$ cat config.mk
export PLATFORM = sky130hd
export DESIGN_NAME = counter_seq_ctrl
export DESIGN_NICKNAME = d
export VERILOG_FILES = /design/src/rtl/counter_seq_ctrl.sv
export SDC_FILE = /design/constraint.sdc
export NUM_CORES = 1
export LEC_CHECK = 0
export ABC_AREA = 1
export CAP_MARGIN = 0
export CELL_PAD_IN_SITES_DETAIL_PLACEMENT = 0
export CELL_PAD_IN_SITES_GLOBAL_PLACEMENT = 1
export CORE_ASPECT_RATIO = 1.1
export CORE_MARGIN = 2
export CORE_UTILIZATION = 34
export CTS_CLUSTER_DIAMETER = 60
export DETAILED_ROUTE_END_ITERATION = 8
export PLACE_DENSITY_LB_ADDON = 0.1
export SYNTH_ARGS = -nofsm -noshare
export SYNTH_HDL_FRONTEND = slang
export SYNTH_SLANG_ARGS = --single-unit
$ cat constraint.sdc
create_clock -name i_clk -period 3.4 [get_ports i_clk]
set_input_delay 0.68 -clock i_clk [delete_from_list [all_inputs] [get_ports i_clk]]
set_output_delay 0.68 -clock i_clk [all_outputs]
set_load 0.005 [all_outputs]
$ cat src/rtl/counter_seq_ctrl.sv
// counter_seq_ctrl
//   Sequencer for a loadable up-counter datapath. It loads the counter with a
//   captured seed, lets it count up to a captured limit, and repeats this for
//   a captured number of passes. A pass count of zero means the sequence runs
//   until it is aborted. It reports busy, done and aborted to the host logic.
//
// Ports
//   i_clk            clock, rising edge
//   i_rst            asynchronous reset, active high
//   i_start          begin a sequence (only looked at in IDLE)
//   i_abort          abandon the sequence; overrides everything else
//   i_seed           counter load value, captured at start
//   i_limit          terminal count, captured at start
//   i_reps           number of passes, captured at start (0 = endless)
//   i_cnt_val        current counter value from the datapath
//   o_cnt_load       datapath loads o_cnt_load_val at the next edge
//   o_cnt_load_val   load value (the captured seed)
//   o_cnt_en         datapath increments by one at the next edge
//   o_busy           high in LOAD and RUN
//   o_done           one-cycle pulse, sequence completed
//   o_aborted        one-cycle pulse, sequence abandoned
//   o_pass_cnt       passes completed in the current sequence
//
// state | meaning
// ------+-------------------------------------------------------------
// IDLE  | waiting for start; pass count of the last sequence is held
// LOAD  | counter loaded with the captured seed this cycle
// RUN   | counting up; the cycle that sees the limit closes the pass
// DONE  | all passes finished, done pulse, back to IDLE

module counter_seq_ctrl #(
    parameter int WIDTH = 8,
    parameter int RW    = 4
) (
    input  logic             i_clk,
    input  logic             i_rst,
    input  logic             i_start,
    input  logic             i_abort,
    input  logic [WIDTH-1:0] i_seed,
    input  logic [WIDTH-1:0] i_limit,
    input  logic [RW-1:0]    i_reps,
    input  logic [WIDTH-1:0] i_cnt_val,
    output logic             o_cnt_load,
    output logic [WIDTH-1:0] o_cnt_load_val,
    output logic             o_cnt_en,
    output logic             o_busy,
    output logic             o_done,
    output logic             o_aborted,
    output logic [RW-1:0]    o_pass_cnt
);

    typedef enum logic [1:0] {
        S_IDLE = 2'd0,
        S_LOAD = 2'd1,
        S_RUN  = 2'd2,
        S_DONE = 2'd3
    } state_t;

    state_t           r_state;
    state_t           w_state_nxt;
    logic [WIDTH-1:0] r_seed;
    logic [WIDTH-1:0] r_limit;
    logic [RW-1:0]    r_reps;
    logic [RW-1:0]    r_pass_cnt;
    logic [RW-1:0]    w_pass_nxt;
    logic             w_capture;
    logic             w_pass_inc;
    logic             w_at_limit;

    assign w_pass_nxt     = r_pass_cnt + RW'(1);
    assign w_at_limit     = (i_cnt_val == r_limit);
    assign o_cnt_load_val = r_seed;
    assign o_pass_cnt     = r_pass_cnt;

    always_ff @(posedge i_clk or posedge i_rst) begin
        if (i_rst) begin
            r_state    <= S_IDLE;
            r_seed     <= '0;
            r_limit    <= '0;
            r_reps     <= '0;
            r_pass_cnt <= '0;
        end else begin
            r_state <= w_state_nxt;
            if (w_capture) begin
                r_seed     <= i_seed;
                r_limit    <= i_limit;
                r_reps     <= i_reps;
                r_pass_cnt <= '0;
            end else if (w_pass_inc) begin
                r_pass_cnt <= w_pass_nxt;
            end
        end
    end

    always_comb begin
        w_state_nxt = r_state;
        w_capture   = 1'b0;
        w_pass_inc  = 1'b0;
        o_cnt_load  = 1'b0;
        o_cnt_en    = 1'b0;
        o_busy      = 1'b0;
        o_done      = 1'b0;
        o_aborted   = 1'b0;

        case (r_state)
            S_IDLE: begin
                // abort together with start keeps us idle without a pulse
                if (i_start && !i_abort) begin
                    w_capture   = 1'b1;
                    w_state_nxt = S_LOAD;
                end
            end
            S_LOAD: begin
                o_busy = 1'b1;
                if (i_abort) begin
                    o_aborted   = 1'b1;
                    w_state_nxt = S_IDLE;
                end else begin
                    o_cnt_load  = 1'b1;
                    w_state_nxt = S_RUN;
                end
            end
            S_RUN: begin
                o_busy = 1'b1;
                if (i_abort) begin
                    o_aborted   = 1'b1;
                    w_state_nxt = S_IDLE;
                end else if (w_at_limit) begin
                    // compare cycle: counter holds, pass is closed
                    w_pass_inc = 1'b1;
                    if ((r_reps != '0) && (w_pass_nxt == r_reps)) begin
                        w_state_nxt = S_DONE;
                    end else begin
                        w_state_nxt = S_LOAD;
                    end
                end else begin
                    o_cnt_en = 1'b1;
                end
            end
            S_DONE: begin
                if (i_abort) begin
                    o_aborted = 1'b1;
                end else begin
                    o_done = 1'b1;
                end
                w_state_nxt = S_IDLE;
            end
            default: begin
                w_state_nxt = S_IDLE;
            end
        endcase
    end

endmodule
==> flow_summary.json <==
{
  "outcome": "finished clean",
  "dieArea_mm2": 0.004636,
  "die_w_um": 65.10,
  "antenna-diode-count": 0,
  "dp_cells": 263,
  "fin_crit_sh_pct": 84.02,
  "crit_path_start_kind": "input port",
  "syn_area_per_cell_um2": 8.463,
  "ir_worst_vdd_v": 0.0002712,
  "place_congestion": 0.7796,
  "routedWlPerCell_um": 10.84,
  "chipHeight_um": 71.21,
  "pin_count": 49,
  "yosysSeqAreaShare_pct": 46.59,
  "layout-drive-gt1-share_pct": 7.907,
  "vias": 1190,
  "p_total_mw": 1.315,
  "finalWirelength_mm": 2.893,
  "hpwlAfterDp_mm": 2.206,
  "endpoint_kind": "primary output",
  "fin_worst_skew_ps": 11.01,
  "stdcell_count": 267,
  "synth_top_area_share_pct": 46.59,
  "rsz0062_at_grt": "false",
  "post_cts_buffers": 0,
  "area_growth_pct": 43.28,
  "postCtsHoldBufs": 0,
  "powerDensity_mw_per_mm2": 657.4,
  "max_freq_ghz": 0.3500,
  "overflow": 0,
  "tightest_slew_ps": 1010,
  "period_minus_slack_ps": 2857,
  "synthesis.nets": 202,
  "clockBufferDepth": 2,
  "tns_ps": 0,
  "yosysWarnings": 0,
  "fin_nets": 253,
  "synthTopCellsByArea": "dfrtp_1 (47%), nand2_1 (12%), inv_1 (7.3%), mux2_2 (5.6%), nand3_1 (5.0%)",
  "vias_per_cell": 4.457,
  "holdCritPathClass": "reg -> reg",
  "io_buffers": 48,
  "cts_resized": 0,
  "ys_types": 17,
  "p_leak_nw": 0.9900,
  "h-tree-depth": 1,
  "grt.total_usage_pct": 13.80,
  "cp.required_ps": 2720,
  "drt_iter0_markers": 66,
  "slowest_stage": "clkdlybuf4s50_1",
  "slew_headroom_pct": 32.60,
  "firstDrtPassIters": 4,
  "slowest_delay_ps": 480,
  "syn_inst": 165,
  "clk_latency_ps": 270,
  "fin_hold_ws_ps": 511.2,
  "setup_viol": 0,
  "grt_pass1_vias": 1222,
  "cts_tree": "yes",
  "initial_core_util_pct": 35.23,
  "path_class": "in -> out",
  "cts.sinks": 26,
  "crit_path_cell_trace": "clkdlybuf4s50_1 -> xnor2_1 -> nand2_1 -> nor2_1 -> nand2_1 -> nand2_1 -> inv_1 -> clkdlybuf4s50_1",
  "ctsRootBufferMaster": "clkbuf_8",
  "rows": 24,
  "syn_area_mm2": 0.001396,
  "grt_max_degree": 38,
  "cts_made_buffers": 3,
  "drc_errors": 0,
  "ys_ff_latch": 26,
  "cpMostUsedCell": "nand2_1",
  "finalMaxSlewViolations": 0,
  "clk_pin_slew_worst_paths_ps": 100,
  "fill_cells": 403,
  "cp_data_arrival_time_ps": 2180,
  "final_core_util_pct": 50.47,
  "crit_fanout": 2,
  "max_cap_violations": 0,
  "hold_viol": 0,
  "antenna_found_initial": 0,
  "final_antenna_net_count": 0,
  "core_region_area_mm2": 0.003964,
  "synth_top_cell_by_area": "dfrtp_1",
  "grt_pass1_wl_mm": 5.106
}
[cells in the mapped netlist (all sizes together)]
cell and n:
nand2 44, inv 27, dfrtp 26, nor2 16
nand3 15, a21oi 11, mux2 11, ha 5
xnor2 4, buf 2, and2 1, clkbuf 1
nand3b 1, nand4 1
[registers in the layout (all words and copies together), names as in the netlist]
name / cells
r_state: 2
o_cnt_load_val: 8
r_reps: 4
r_limit: 8
o_pass_cnt: 4
[through the flow]
stage	setup slack, ps	cell area [um2]
after floorplan	1573	1396
after global placement	536.7	1929
after detailed placement	513.3	1929
after CTS	511.7	2001
after global routing	382.9	2001
final	543.2	2001
[power by group]
part	switching, mW	internal, mW
Clock	0.0979	0.157
Combinational	0.225	0.320
Sequential	0.0744	0.440
Total	0.398	0.918
[cells by family (layout without fill, tap and decap cells)]
group	after synthesis	count (layout)	share of synthesized area [%]
fa+ha+maj	5	5	4.480
xor+xnor	4	4	2.509
flops	26	26	46.59
compound gates	11	11	3.942
buf+inv	30	80	8.691
simple gates	78	78	23.84
mux	11	11	9.947
[worst max-delay path, delay by kind of cell]
family        cells  cell delay (ps)
buf+inv           3              960
simple gates      4              390
xor+xnor          1              140
[per-layer routing]
metal / routed length, um / vias up / GRT usage, %
li1: - / 609 / -
met1: 1300 / 555 / 17.16
met2: 1464 / 24 / 24.74
met3: 111 / 2 / 2.512
met4: 17 / 0 / 3.472
met5: 0 / - / 0
[final timing paths]
kind,from,to,slack (ps),depth (start not counted)
worst min register to register,o_cnt_load_val[2],o_cnt_load_val[2],510,1
worst max register to register,r_state[0],o_cnt_load_val[6],1620,4
min in group asynchronous,i_rst,o_cnt_load_val[5],940,2
max in group asynchronous,i_rst,r_limit[0],1840,2
worst min-delay path,o_cnt_load_val[2],o_cnt_load_val[2],510,1
worst max-delay path,i_cnt_val[6],o_cnt_en,540,8
[final cells by class]
type / instances / area (um2) / share of cell area, %
sequential: 26 / 650.6 / 32.52
clock inverter: 1 / 30.03 / 1.501
inverter: 27 / 101.3 / 5.066
multi-input combinational: 109 / 624.3 / 31.21
tap: 52 / 65.06 / 3.252
timing repair buffer: 49 / 488.0 / 24.39
clock buffer: 3 / 41.29 / 2.064
[layout by cell type, fill, tap and decap left out]
master,synthesis,layout
a21oi_1,11,11
and2_1,1,1
buf_4,0,1
bufinv_16,0,1
clkbuf_8,0,3
clkdlybuf4s50_1,0,48
dfrtp_1,26,26
ha_1,5,5
inv_1,27,27
mux2_2,7,7
mux2_4,4,4
nand2_1,44,44
nand3_1,14,14
nand3_4,1,1
nand3b_1,1,1
nand4_1,1,1
nor2_1,16,16
xnor2_1,4,4
Note: power is estimated with default switching activity, not from simulation.
